<file path="config.mk">
export PLATFORM = sky130hd
export DESIGN_NAME = uart_tx_arbiter
export DESIGN_NICKNAME = d
export VERILOG_FILES = /design/src/rtl/uart_tx_arbiter.sv
export SDC_FILE = /design/constraint.sdc
export NUM_CORES = 1
export LEC_CHECK = 0
export ABC_AREA = 1
export ABC_CLOCK_PERIOD_IN_PS = 2100
export CELL_PAD_IN_SITES_DETAIL_PLACEMENT = 0
export CELL_PAD_IN_SITES_GLOBAL_PLACEMENT = 1
export CORE_MARGIN = 2
export CORE_UTILIZATION = 35
export CTS_CLUSTER_DIAMETER = 50
export DETAILED_ROUTE_END_ITERATION = 12
export GPL_TIMING_DRIVEN = 1
export HOLD_SLACK_MARGIN = 0.03
export MAX_ROUTING_LAYER = met4
export PLACE_DENSITY_LB_ADDON = 0.1
export SETUP_SLACK_MARGIN = 0.15
export SLEW_MARGIN = 5
export SYNTH_ARGS = -nofsm -noshare
export SYNTH_HDL_FRONTEND = slang
export SYNTH_SLANG_ARGS = --single-unit
</file>
<file path="constraint.sdc">
create_clock -name clk -period 2.1 [get_ports clk]
set_clock_uncertainty 0.15 [all_clocks]
set_input_delay 0.42 -clock clk [delete_from_list [all_inputs] [get_ports clk]]
set_output_delay 0.42 -clock clk [all_outputs]
set_load 0.01 [all_outputs]
</file>
<file path="src/rtl/uart_tx_arbiter.sv">
// rtl/uart_tx_arbiter.sv - round-robin, packet-locking arbiter sharing one UART byte transmitter
// A grant is held from the first byte of a packet until its last byte or a hold timeout.
module uart_tx_arbiter #(
  parameter int N_REQ        = 4,
  parameter int HOLD_TIMEOUT = 1024
) (
  input  logic                     clk,
  input  logic                     rst_n,
  input  logic [N_REQ-1:0]         req_valid,
  input  logic [8*N_REQ-1:0]       req_data,
  input  logic [N_REQ-1:0]         req_last,
  output logic [N_REQ-1:0]         req_ready,
  output logic [7:0]               tx_data,
  output logic                     tx_start,
  input  logic                     tx_busy,
  output logic [$clog2(N_REQ)-1:0] grant_id,
  output logic                     pkt_active,
  output logic                     timeout_pulse
);
  localparam int GW = $clog2(N_REQ);
  localparam int HW = (HOLD_TIMEOUT > 2) ? $clog2(HOLD_TIMEOUT) : 1;
  localparam logic [HW-1:0] HOLD_LAST = HW'(HOLD_TIMEOUT - 1);
  localparam logic [GW-1:0] LAST_IDX  = GW'(N_REQ - 1);

  typedef enum logic [2:0] {IDLE, LOAD, WAIT_BUSY, WAIT_DONE, HOLD} state_t;

  state_t          state;
  logic [GW-1:0]   rr_ptr;
  logic            last_q;
  logic [HW-1:0]   hold_cnt;

  logic [7:0]      req_byte [N_REQ];
  logic [GW:0]     cand;
  logic [GW-1:0]   winner;
  logic [GW-1:0]   next_ptr;
  logic [GW-1:0]   load_id;
  logic [N_REQ-1:0] load_onehot;
  logic            gnt_valid;
  logic            do_load;

  for (genvar g = 0; g < N_REQ; g++) begin : g_unpack
    assign req_byte[g] = req_data[8*g +: 8];
  end

  // Scan from the highest offset down so the lowest offset from rr_ptr wins.
  always_comb begin
    winner = rr_ptr;
    cand   = '0;
    for (int i = N_REQ - 1; i >= 0; i--) begin
      cand = {1'b0, rr_ptr} + (GW+1)'(i);
      if (cand >= (GW+1)'(N_REQ)) cand = cand - (GW+1)'(N_REQ);
      if (req_valid[cand[GW-1:0]]) winner = cand[GW-1:0];
    end
  end

  always_comb begin
    next_ptr  = (grant_id == LAST_IDX) ? '0 : grant_id + 1'b1;
    gnt_valid = req_valid[grant_id];
    load_id   = (state == IDLE) ? winner : grant_id;
    do_load   = 1'b0;
    case (state)
      IDLE:      do_load = (|req_valid) && !tx_busy;
      WAIT_DONE: do_load = !tx_busy && !last_q && gnt_valid;
      HOLD:      do_load = gnt_valid && !tx_busy;
      default:   do_load = 1'b0;
    endcase
  end

  assign load_onehot = {{(N_REQ-1){1'b0}}, 1'b1} << load_id;

  always_ff @(posedge clk or negedge rst_n) begin
    if (!rst_n) begin
      state         <= IDLE;
      rr_ptr        <= '0;
      last_q        <= 1'b0;
      hold_cnt      <= '0;
      tx_start      <= 1'b0;
      tx_data       <= '0;
      req_ready     <= '0;
      grant_id      <= '0;
      pkt_active    <= 1'b0;
      timeout_pulse <= 1'b0;
    end else begin
      tx_start      <= 1'b0;
      req_ready     <= '0;
      timeout_pulse <= 1'b0;
      if (do_load) begin
        state      <= LOAD;
        grant_id   <= load_id;
        tx_data    <= req_byte[load_id];
        last_q     <= req_last[load_id];
        tx_start   <= 1'b1;
        req_ready  <= load_onehot;
        pkt_active <= 1'b1;
      end else begin
        case (state)
          LOAD:      state <= WAIT_BUSY;
          WAIT_BUSY: if (tx_busy) state <= WAIT_DONE;
          WAIT_DONE: begin
            if (!tx_busy) begin
              if (last_q) begin
                state      <= IDLE;
                pkt_active <= 1'b0;
                rr_ptr     <= next_ptr;
              end else begin
                state    <= HOLD;
                hold_cnt <= '0;
              end
            end
          end
          HOLD: begin
            // A valid byte held off only by external busy keeps the lock alive.
            if (!gnt_valid) begin
              if (hold_cnt == HOLD_LAST) begin
                timeout_pulse <= 1'b1;
                pkt_active    <= 1'b0;
                rr_ptr        <= next_ptr;
                state         <= IDLE;
              end else if (hold_cnt != '1) begin
                hold_cnt <= hold_cnt + 1'b1;
              end
            end
          end
          default: state <= IDLE;
        endcase
      end
    end
  end

endmodule
</file>
==> flow_summary.json <==
{
  "grt_first_pass_wirelength_um": 11050,
  "ys_warn_count": 0,
  "worstSetupPathType": "reg2reg",
  "min_period_ps": 2032,
  "design.die.area_um2": 7610,
  "fin_crit_sh_pct": 96.74,
  "ys_types": 35,
  "viasPerCell": 4.804,
  "drt_iter0_drc": 119,
  "power_mw": 5.020,
  "dp_slack_ps": -374.7,
  "synth-seq-cells": 33,
  "async_flop_share_pct": 100.0,
  "synth_edf_count": 0,
  "globalRouteTotalUtil_pct": 18.95,
  "n_antenna_cell": 0,
  "port_buffers": 59,
  "crit_top_cell": "nand2_1",
  "leakage_nw": 1.985,
  "place_congestion": 0.9506,
  "cpPeakStageDelay_ps": 460,
  "cpMaxStageDelayCell": "dfrtp_2",
  "dp_hpwl_um": 4856,
  "die_h_um": 87.24,
  "final_cell_mix": "nand2_1 (88), inv_1 (54), clkdlybuf4s50_1 (53)",
  "ctsLongestPathBuffers": 2,
  "antenna_found_initial": 0,
  "power-per-cell-area_nw_per_um2": 1307,
  "start_util_pct": 35.89,
  "tightestPinTransition_ps": 433.8,
  "ys_seq_area_share_pct": 34.06,
  "fin_area_um2": 3841,
  "clkSlewWorstSetupHoldPaths_ps": 60,
  "rsz0062_at_grt": "yes",
  "cts_buffers": 5,
  "syn_inst": 362,
  "grt-ovfl-total": 0,
  "path_buf_inv": 2,
  "ant_nets": 0,
  "drive_gt1_share_pct": 31.49,
  "grt_max_degree": 34,
  "final_common_cell": "nand2_1",
  "area_delta_synth_final_pct": 58.41,
  "clk_latency_ps": 280,
  "syn_nets": 407,
  "drc": 0,
  "relSlewSlack_pct": 71.08,
  "fin_ws_ps": 68.40,
  "cts_tree": "built",
  "dpl_cell_area_um2": 3289,
  "slew_violations": 0,
  "hp-class": "reg2reg",
  "worstPathRequired_ps": 2170,
  "cts-root-buf": "clkbuf_8",
  "grt_pass1_vias": 2400,
  "ys.flop_type": "dfrtp_1",
  "fillers": 680,
  "io_pins": 60,
  "htreeDepth": 2,
  "cp_max_fo": 8,
  "first_pass_iters": 4,
  "fin_hold_ws_ps": 322.7,
  "syn_area_um2": 2425,
  "path_delay_family": "simple AND/OR/NAND/NOR gates",
  "finalSetupViolCount": 0,
  "clock_sinks": 33,
  "dr_total_vias": 2642,
  "max_cap_violations": 0,
  "coreArea_um2": 6756,
  "routedWlPerCell_um": 13.16,
  "fmax_ghz": 0.4922,
  "crit_path_cell_trace": "buf_12 > o21ai_4 > nor2_2 > nor2_4 > nand2_2 > nand2_4 > nand3_4 > buf_6 > nand3_1 > nand3_1 > nand2_1 > nand2_1 > nand2_1",
  "worstPathArrival_ps": 2110,
  "ir_drop_mv": 0.4508,
  "start_kind": "register",
  "hold_viol_final": 0,
  "status": "completed",
  "rows": 30,
  "dieWidth_um": 87.24,
  "wirelength_um": 7238,
  "syn_area_per_cell_um2": 6.698,
  "cp-end-kind": "register",
  "setup_tns_ps": 0,
  "fin_nets": 515
}
==> layer usage <==
layer	vias up	track usage, %	wire, um
met5	-	-	0
met4	0	6.993	206
met3	14	2.559	266
met2	71	29.42	3412
met1	1206	25.25	3352
li1	1351	-	-
==> path summary, 6_finish.rpt <==
check / slack (ps) / cells past startpoint / endpoint / startpoint
setup / recovery: 70 / 13 / last_q / rr_ptr[0]
hold / removal: 320 / 2 / tx_data[2] / tx_data[2]
setup reg to reg: 70 / 13 / last_q / rr_ptr[0]
hold reg to reg: 320 / 2 / tx_data[2] / tx_data[2]
max in group asynchronous: 1070 / 2 / grant_id[0] / rst_n
min in group asynchronous: 400 / 2 / pkt_active / rst_n
==> metrics by stage <==
step / instances / util [%]
detailed placement: 525 / 48.69
global route: 550 / 56.85
floorplan: 362 / -
finish: 550 / 56.85
global placement: 525 / 48.69
CTS: 541 / 52.04
==> cell usage after synthesis, types with 2 or more instances <==
master,number,share of area (%)
dfrtp_1,33,34
o21ai_1,4,0.83
nand3_1,57,12
a21oi_1,4,0.83
nor2_2,4,1.0
nor2_1,18,2.8
nand2_1,114,18
inv_1,59,9.1
ha_1,2,1.0
buf_2,2,0.41
xnor2_1,2,0.72
nor2_4,2,0.93
nand4_1,3,0.77
inv_2,3,0.46
o21ai_0,8,1.7
nor3_1,3,0.62
nand2_2,14,3.6
nand3_2,2,0.83
xor2_1,6,2.2
inv_4,2,0.52
nand2_4,2,0.93
o21ai_2,4,1.4
buf_6,2,0.93
==> worst register-to-register path, cell delays in order, from the launching register on <==
cell	delay (ps)
dfrtp_2	460
buf_12	160
o21ai_4	150
nor2_2	70
nor2_4	140
nand2_2	80
nand2_4	70
nand3_4	160
buf_6	180
nand3_1	60
nand3_1	90
nand2_1	100
nand2_1	50
nand2_1	50
==> what timing repair did <==
| item | in CTS | in global routing |
|---|---|---|
| gates resized for setup | 29 | 68 |
| cloned | 2 | 3 |
| hold buffers | 0 | 0 |
| setup endpoints to repair | 28 | 31 |
| pin swaps | 5 | 35 |
| setup buffers | 7 | 6 |
==> kinds of logic after synthesis <==
group           count (synthesis)  share of synthesized area [%]
xor+xnor                        8                          2.890
fa+ha+maj                       2                          1.032
simple gates                  223                          42.57
buf+inv                        72                          13.36
compound gates                 24                          6.089
flops                          33                          34.06
==> registers in the layout (all words and copies together), names as in the netlist <==
signal,cells
grant_id,2
hold_cnt,10
last_q,1
pkt_active,1
req_ready,4
rr_ptr,2
state,3
timeout_pulse,1
tx_data,8
tx_start,1
==> report_power, final <==
| part | switching [mW] | internal, mW | total, mW |
|---|---|---|---|
| clock network | 0.222 | 0.260 | 0.482 |
| logic | 1.99 | 1.56 | 3.55 |
| registers | 0.156 | 0.833 | 0.988 |
| total | 2.37 | 2.65 | 5.02 |
==> final cells by class <==
type | instances | area, um2 | share of cell area [%]
timing repair buffer | 105 | 974.7 | 25.37
inverter | 64 | 260.3 | 6.775
sequential | 33 | 828.3 | 21.56
clock buffer | 7 | 86.33 | 2.248
tap | 80 | 100.1 | 2.606
multi-input combinational | 260 | 1583 | 41.21
timing repair inverter | 1 | 8.758 | 0.2280
(Power assumes the default switching activity.)
